==> src/rtl/tamagotchi_pkg.sv <==
// Constants shared by the Tamagotchi input conditioner and the central control FSM.
// Button indices, default timing constants and the pulse_test width live here.
package tamagotchi_pkg;

   localparam int BTN_SLEEP = 0;
   localparam int BTN_AWAKE = 1;
   localparam int BTN_FEED  = 2;
   localparam int BTN_PLAY  = 3;
   localparam int BTN_TEST  = 4;
   localparam int NUM_BTN   = 5;

   localparam int DEF_DEBOUNCE_CYCLES  = 1_000_000;
   localparam int DEF_LONGPRESS_CYCLES = 250_000_000;

   localparam int PULSE_TEST_W = 4;

   typedef logic [NUM_BTN-1:0]      btn_vec_t;
   typedef logic [PULSE_TEST_W-1:0] pulse_test_t;

   // Counter width able to hold 0..n-1, never narrower than one bit.
   function automatic int cnt_width(input int n);
      return (n > 1) ? $clog2(n) : 1;
   endfunction

endpackage

==> src/rtl/tamagotchi_input_conditioner_if.sv <==
// Signal bundle between the raw board inputs, the conditioner and the control FSM.
// slave = the conditioner itself, master = the board/FSM side.
interface tamagotchi_input_conditioner_if;
   import tamagotchi_pkg::*;

   btn_vec_t    btn_raw;
   logic        giro_raw;
   btn_vec_t    btn_level;
   btn_vec_t    btn_press;
   logic        giro_level;
   logic        giro_edge;
   logic        test_long;
   logic        test_short;
   logic        test_mode;
   pulse_test_t pulse_test;

   modport master (
      output btn_raw, giro_raw,
      input  btn_level, btn_press, giro_level, giro_edge,
      input  test_long, test_short, test_mode, pulse_test
   );

   modport slave (
      input  btn_raw, giro_raw,
      output btn_level, btn_press, giro_level, giro_edge,
      output test_long, test_short, test_mode, pulse_test
   );

endinterface

==> src/rtl/btn_debounce.sv <==
// One input channel: 2-flop synchronizer, saturating debounce counter, stable level
// and one-cycle rise/fall pulses coinciding with the level change.
module btn_debounce
   import tamagotchi_pkg::*;
#(
   parameter int DEBOUNCE_CYCLES = DEF_DEBOUNCE_CYCLES
) (
   input  logic clk,
   input  logic rst,
   input  logic raw,
   output logic level,
   output logic rise,
   output logic fall,
   output logic fall_next
);

   localparam int             CW       = cnt_width(DEBOUNCE_CYCLES);
   localparam logic [CW-1:0]  CNT_LAST = CW'(DEBOUNCE_CYCLES - 1);

   logic          sync1;
   logic          sync2;
   logic [CW-1:0] cnt;
   logic          flip;

   // The level flips on the edge that sees the last of the required differing samples.
   assign flip      = (sync2 != level) && (cnt == CNT_LAST);
   assign fall_next = flip && level;

   always_ff @(posedge clk) begin
      if (!rst) begin
         sync1 <= 1'b0;
         sync2 <= 1'b0;
      end else begin
         sync1 <= raw;
         sync2 <= sync1;
      end
   end

   always_ff @(posedge clk) begin
      if (!rst) begin
         cnt   <= '0;
         level <= 1'b0;
         rise  <= 1'b0;
         fall  <= 1'b0;
      end else begin
         rise <= flip && !level;
         fall <= flip && level;
         if ((sync2 == level) || flip) begin
            cnt <= '0;
         end else begin
            cnt <= cnt + 1'b1;
         end
         if (flip) begin
            level <= ~level;
         end
      end
   end

endmodule

==> src/rtl/tamagotchi_input_conditioner.sv <==
// Conditions the five buttons and the tilt sensor for the control FSM, and derives
// long/short test-button events, the test-mode flag and the short-press counter.
module tamagotchi_input_conditioner
   import tamagotchi_pkg::*;
#(
   parameter int DEBOUNCE_CYCLES  = DEF_DEBOUNCE_CYCLES,
   parameter int LONGPRESS_CYCLES = DEF_LONGPRESS_CYCLES,
   parameter bit BTN_ACTIVE_LOW   = 1'b1
) (
   input  logic                          clk,
   input  logic                          rst,
   tamagotchi_input_conditioner_if.slave cond
);

   localparam int NUM_CH = NUM_BTN + 1;
   localparam int GIRO   = NUM_BTN;

   localparam int             HW        = cnt_width(LONGPRESS_CYCLES + 1);
   localparam logic [HW-1:0]  HOLD_MAX  = HW'(LONGPRESS_CYCLES);
   localparam logic [HW-1:0]  HOLD_LAST = HW'(LONGPRESS_CYCLES - 1);

   logic [NUM_CH-1:0] ch_raw;
   logic [NUM_CH-1:0] ch_level;
   logic [NUM_CH-1:0] ch_rise;
   logic [NUM_CH-1:0] ch_fall;
   logic [NUM_CH-1:0] ch_fall_next;

   logic [HW-1:0] hold;
   logic          test_long_q;
   logic          test_short_q;
   logic          test_mode_q;
   pulse_test_t   pulse_test_q;
   logic          test_level;
   logic          unused_ch;

   assign ch_raw = {cond.giro_raw, cond.btn_raw} ^ {NUM_CH{BTN_ACTIVE_LOW}};

   for (genvar i = 0; i < NUM_CH; i++) begin : g_ch
      btn_debounce #(
         .DEBOUNCE_CYCLES (DEBOUNCE_CYCLES)
      ) u_debounce (
         .clk       (clk),
         .rst       (rst),
         .raw       (ch_raw[i]),
         .level     (ch_level[i]),
         .rise      (ch_rise[i]),
         .fall      (ch_fall[i]),
         .fall_next (ch_fall_next[i])
      );
   end

   assign test_level = ch_level[BTN_TEST];

   // Button falls and most next-fall flags have no consumer; only the test button's matters.
   assign unused_ch = ^{ch_fall[NUM_BTN-1:0], ch_fall_next[GIRO], ch_fall_next[BTN_TEST-1:0]};

   // A release whose hold never reached the threshold is a short press; the edge that
   // completes the hold fires the long press, so the two cannot coincide.
   always_ff @(posedge clk) begin
      if (!rst) begin
         hold         <= '0;
         test_long_q  <= 1'b0;
         test_short_q <= 1'b0;
      end else begin
         test_long_q  <= test_level && (hold == HOLD_LAST);
         test_short_q <= ch_fall_next[BTN_TEST] && (hold < HOLD_LAST);
         if (!test_level) begin
            hold <= '0;
         end else if (hold != HOLD_MAX) begin
            hold <= hold + 1'b1;
         end
      end
   end

   always_ff @(posedge clk) begin
      if (!rst) begin
         test_mode_q  <= 1'b0;
         pulse_test_q <= '0;
      end else begin
         test_mode_q <= test_mode_q ^ test_long_q;
         if (test_mode_q && test_long_q) begin
            pulse_test_q <= '0;
         end else if (test_mode_q && test_short_q) begin
            pulse_test_q <= pulse_test_q + 1'b1;
         end
      end
   end

   assign cond.btn_level  = ch_level[NUM_BTN-1:0];
   assign cond.btn_press  = ch_rise[NUM_BTN-1:0];
   assign cond.giro_level = ch_level[GIRO];
   assign cond.giro_edge  = ch_rise[GIRO] | ch_fall[GIRO];
   assign cond.test_long  = test_long_q;
   assign cond.test_short = test_short_q;
   assign cond.test_mode  = test_mode_q;
   assign cond.pulse_test = pulse_test_q;

endmodule

==> src/flat_wrapper.sv <==
// flat-port wrapper written by rule: the top's interface ports become plain ports
module tamagotchi_input_conditioner_flat import tamagotchi_pkg::*;
#(
   parameter int DEBOUNCE_CYCLES  = DEF_DEBOUNCE_CYCLES,
   parameter int LONGPRESS_CYCLES = DEF_LONGPRESS_CYCLES,
   parameter bit BTN_ACTIVE_LOW   = 1'b1
)
  (clk, rst, cond_btn_raw, cond_giro_raw, cond_btn_level, cond_btn_press, cond_giro_level, cond_giro_edge, cond_test_long, cond_test_short, cond_test_mode, cond_pulse_test);
  tamagotchi_input_conditioner_if cond_i ();
  input  logic clk;
  input  logic rst;
  input wire logic [$bits(cond_i.btn_raw)-1:0] cond_btn_raw;
  input wire logic [$bits(cond_i.giro_raw)-1:0] cond_giro_raw;
  output wire logic [$bits(cond_i.btn_level)-1:0] cond_btn_level;
  output wire logic [$bits(cond_i.btn_press)-1:0] cond_btn_press;
  output wire logic [$bits(cond_i.giro_level)-1:0] cond_giro_level;
  output wire logic [$bits(cond_i.giro_edge)-1:0] cond_giro_edge;
  output wire logic [$bits(cond_i.test_long)-1:0] cond_test_long;
  output wire logic [$bits(cond_i.test_short)-1:0] cond_test_short;
  output wire logic [$bits(cond_i.test_mode)-1:0] cond_test_mode;
  output wire logic [$bits(cond_i.pulse_test)-1:0] cond_pulse_test;
  assign cond_i.btn_raw = cond_btn_raw;
  assign cond_i.giro_raw = cond_giro_raw;
  assign cond_btn_level = cond_i.btn_level;
  assign cond_btn_press = cond_i.btn_press;
  assign cond_giro_level = cond_i.giro_level;
  assign cond_giro_edge = cond_i.giro_edge;
  assign cond_test_long = cond_i.test_long;
  assign cond_test_short = cond_i.test_short;
  assign cond_test_mode = cond_i.test_mode;
  assign cond_pulse_test = cond_i.pulse_test;
  tamagotchi_input_conditioner #(.DEBOUNCE_CYCLES(DEBOUNCE_CYCLES), .LONGPRESS_CYCLES(LONGPRESS_CYCLES), .BTN_ACTIVE_LOW(BTN_ACTIVE_LOW)) u_core (.clk(clk), .rst(rst), .cond(cond_i));
endmodule
==> config.mk <==
export PLATFORM = sky130hd
export DESIGN_NAME = tamagotchi_input_conditioner_flat
export DESIGN_NICKNAME = d
export VERILOG_FILES = /design/src/rtl/tamagotchi_pkg.sv /design/src/rtl/tamagotchi_input_conditioner_if.sv /design/src/rtl/btn_debounce.sv /design/src/rtl/tamagotchi_input_conditioner.sv /design/src/flat_wrapper.sv
export SDC_FILE = /design/constraint.sdc
export NUM_CORES = 1
export LEC_CHECK = 0
export BUFFER_PORTS_ARGS = -buffer_cell sky130_fd_sc_hd__buf_4
export CORE_MARGIN = 2
export CORE_UTILIZATION = 30
export DETAILED_ROUTE_END_ITERATION = 10
export MAX_ROUTING_LAYER = met4
export PLACE_DENSITY = 0.46
export SKIP_LAST_GASP = 1
export SYNTH_ARGS = -nofsm -noshare
export SYNTH_HDL_FRONTEND = slang
export SYNTH_HIERARCHICAL = 1
export SYNTH_SLANG_ARGS = --single-unit
==> constraint.sdc <==
create_clock -name clk -period 5.4 [get_ports clk]
set_clock_uncertainty 0.2 [all_clocks]
set_input_delay 0.54 -clock clk [delete_from_list [all_inputs] [get_ports clk]]
set_output_delay 0.54 -clock clk [all_outputs]
set_load 0.01 [all_outputs]
# Word level (Yosys, flattened, before mapping)
# Index checks and enable logic that the tools add are counted.
# totals
regBits,180
latch_bits,0
mem_bits_rw,0
romBits,0
out_inout_bits,19
n_memories,0
# classes
add_sub_neg,8
multipliers,0
div_mod_pow,0
magnitude_cmp,1
n_eq_ne,20
shifts,0
muxes,0
bitwise,10
reduce_logical,38
# op_table
cell,count
"20-bit by 1-bit adder with 20-bit output, second input constant",6
"20-bit equality test, second input constant",6
"28-bit by 1-bit adder with 28-bit output, second input constant",1
"28-bit equality test, second input constant",1
"28-bit < comparator, second input constant",1
"28-bit inequality test, second input constant",1
1-bit logical AND,18
2-bit OR reduction,7
1-bit NOT,7
1-bit equality test,6
1-bit zero test,6
1-bit logical OR,6
1-bit inequality test,6
6-bit NOT,1
"4-bit by 1-bit adder with 4-bit output, second input constant",1
2-bit AND reduction,1
1-bit OR,1
1-bit bitwise XOR,1

# Logic depth before layout (Yosys ltp)
# depth
word_depth,4
mapped_depth,8

# By module
# Netlist, hierarchy kept.
# by_module_without_submodules
mod,instances,cells_each,area_each_um2,seq_area_each_um2
btn_debounce,6,121,1121.1,500.5
tamagotchi_input_conditioner,1,221,1896.8,700.7

# Worst setup path after synthesis
# No wires, ideal clock.
# synth_path
path_kind,register -> register
from,register u_core.g_ch[4].u_debounce.cnt[13]
to,"register u_core.test_short_q, in the netlist u_core/cond.test_short"
arrival_ns,1.651
required_time_ns,5.142
setup_slack_ns,3.491
stages_incl_launch_ff,8
path_buffers,0
period_less_slack_ns,1.909
path_cell_list,dfxtp_1 > or4_4 > nor4_4 > and3_2 > and2_1 > nand3_1 > a21oi_1 > o21a_1
# synth_between
elab_chain_cells,4
# synth_lines
item,line_no,text
from (decl),btn_debounce.sv:22,logic [CW-1:0] cnt;
from (signal assigned),btn_debounce.sv:51,cnt <= cnt + 1'b1;
20-bit equality test,btn_debounce.sv:26,assign flip = (sync2 != level) && (cnt == CNT_LAST);
1-bit logical AND,btn_debounce.sv:26,
1-bit logical AND,-,
via u_core.ch_fall_next[4],tamagotchi_input_conditioner.sv:26,logic [NUM_CH-1:0] ch_fall_next;
1-bit logical AND,tamagotchi_input_conditioner.sv:66,test_short_q <= ch_fall_next[BTN_TEST] && (hold < HOLD_LAST);
to (signal assigned),tamagotchi_input_conditioner.sv:66,
to (decl),tamagotchi_input_conditioner.sv:30,logic test_short_q;
# The timed path passes the listed nets, and every way through them passes these cells.
# A chain may end at the register's enable or synchronous reset.

# Worst setup path in the final report
# layout_path
from,register u_core.hold[13]
to,register u_core.hold[25]
# layout_between
elab_chain_cells,1
word_cells_on_any_way,2
cone_classes,add/sub (1); eq/ne (1)
# layout_lines
item,line_no,text
from (decl),tamagotchi_input_conditioner.sv:28,logic [HW-1:0] hold;
from (signal assigned),tamagotchi_input_conditioner.sv:70,hold <= hold + 1'b1;
28-bit by 1-bit adder with 28-bit output or 28-bit inequality test (tied branches),"tamagotchi_input_conditioner.sv:70, tamagotchi_input_conditioner.sv:69",
# Parallel ways exist; a longest one is shown, timed or not.

==> impl_metrics.yaml <==
global_routing:
  wire_length_of_the_first_global_routing_pass_um: 29100
  pin_count_of_the_biggest_net_entering_global_routing: 37
  groute.usage.overall_pct: 12.5
  number_of_global_route_vias_before_repair: 5963
  grt_overflow: 0
  grt_antenna_before_repair: 0
flow_run:
  cap_violations: 0
clock_network:
  max-clock-path-buffers: 2
  clock_tree.htree_level_count: 4
  hold_buffers: 0
  tritoncts: "built"
  ctsResizeCount: 0
  numCtsBuffers: 17
  cts.sink_count: 180
  post_cts_buffers: 0
  clockRootBuffer: "clkbuf_16"
  clk_latency_ns: 0.43
  worst_setup_hold_path_clk_slew_ns: 0.07
place:
  hpwl_um: 11600
  number_of_port_buffers: 26
  place_congestion: 0.741
  placement.cell_area_um2: 8840
drt:
  initialDrtViolationCount: 389
  vias: 6392
  routedWlPerCell_um: 12.7
  detail_route.wirelength_um: 17000
  drt-pass1-iter-count: 4
  drt_drc_violations_left: 0
  drt.antenna.violating_nets: 0
  route.detailed.vias_per_inst: 4.79
sta:
  worst-slew-pin-transition_ns: 0.661
  finalCriticalPeriod_ns: 2.28
  setup_viols_final: 0
  timing.final.crit_share_pct: 42.2
  finalHoldViolations: 0
  slew_headroom_pct: 55.3
  max_freq_ghz: 0.439
  setup-tns-final_ns: 0
  slew_viol_final: 0
  grt_setup_unrepaired: "no"
power:
  power.static_leakage_nw: 3.16
  pwr_density_nw_per_um2: 285
  peakVddDrop_mv: 0.187
worst_hold_path:
  hold_path.class: "in2reg"
  timing.hold.worst_path_depth: 3
  start_point_of_the_worst_min_delay_path: "cond_btn_raw[1]"
die:
  num_rows: 61
  floorplan.initialDensity_pct: 30.5
  ioPinCount: 27
  core_area_um2: 27800
  die-height_um: 172
  floorplan.die_area_um2: 29600
  die_w_um: 172
cells_and_area:
  final_net_count: 962
  mostFrequentLayoutCells: "dfxtp_1, nor2_1, nand3_1"
  mostFrequentLayoutCell: "dfxtp_1"
  fin_util_pct: 34.1
  num_antenna_cells: 0
  drive_above_1_share_pct: 13.6
  stdcell_area_um2: 9480
  syn2layout_area_growth_pct: 12.1
worst_setup_path:
  worst_r2r_startpoint: "u_core/hold[13]$_SDFFE_PN0P_"
  crit_start: "u_core/hold[13]$_SDFFE_PN0P_"
  critical_path_source_type: "flop"
  timing.setup.critical_path_class: "reg2reg"
  timing.critical_path.arrival_ns: 2.44
  critical_path.endpoint_type: "flop"
  depth_of_the_worst_register_to_register_path: 4
  timing.critical_path.fanout_max: 18
  cp_data_required_time_ns: 5.56
run_status:
  run_status: "finished clean"
synth:
  postSynthNetCount: 950
  mean_instance_size_in_the_synthesized_netlist_um2: 9.08
  synthesis.yosys.warnings: 6
  synthCells: 932
  synth_area_um2: 8460
==> flip-flops by register name (all words and copies together), names as in the netlist <==
| register | count |
|---|---|
| u_core/g_ch.u_debounce/cnt | 120 |
| u_core/hold | 28 |
| u_core/cond.test_short | 1 |
| u_core/g_ch.u_debounce/rise | 6 |
| u_core/g_ch.u_debounce/level | 6 |
| u_core/cond.test_long | 1 |
| u_core/g_ch.u_debounce/sync2 | 6 |
| u_core/cond.test_mode | 1 |
| u_core/g_ch.u_debounce/fall | 1 |
| u_core/cond.pulse_test | 4 |
| u_core/g_ch.u_debounce/sync1 | 6 |
==> metrics by stage <==
stage	std cells	hold WS, ns	power [mW]	setup WS (ns)
4_1_cts	1335	0.171	2.75	3.12
3_3_place_gp	1303	0.214	1.39	3.17
3_5_place_dp	1303	0.217	1.39	3.15
2_1_floorplan	932	0.212	1.38	3.50
5_1_grt	1335	0.169	2.82	2.89
6_report	1335	0.190	2.70	3.12
==> area by class of cell <==
| class | count | area, um^2 |
|---|---|---|
| Timing Repair Buffer | 27 | 203 |
| Clock inverter | 13 | 186 |
| Multi-Input combinational cell | 684 | 4440 |
| Inverter | 34 | 128 |
| Clock buffer | 19 | 453 |
| Fill cell | 2936 | 18300 |
| Tap cell | 378 | 473 |
| Sequential cell | 180 | 3600 |
==> path summary, 6_finish.rpt <==
check / end / slack (ns)
worst max-delay path: u_core/hold[25]$_SDFFE_PN0P_ / 3.12
worst min-delay path: u_core/g_ch[1].u_debounce/sync1$_SDFF_PN0_ / 0.19
worst max register to register: u_core/hold[25]$_SDFFE_PN0P_ / 3.12
worst min register to register: u_core/g_ch[5].u_debounce/sync2$_SDFF_PN0_ / 0.23
==> where the power goes <==
group          internal [mW]  switching (mW)  leakage [nW]
sequential              1.33         0.00311          1.45
combinational        0.00992          0.0158          1.39
clock                  0.770           0.570         0.310
total                   2.11           0.589          3.16
==> critical path, cell delays in order (launching register included) <==
cell and delay [ns]:
dfxtp_1 0.42, and3_1 0.23, nand4_1 0.53, or4_1 0.69, a21oi_1 0.14
==> metal layers <==
layer / GRT usage [%] / routed length, um / vias to the layer above
met2: 19.9 / 7800 / 52
met1: 15.9 / 8570 / 2975
met4: 3.40 / 130 / 0
li1: - / - / 3356
met5: - / 0 / -
met3: 3.18 / 486 / 9
No activity file was read; power rests on OpenSTA's default activity.
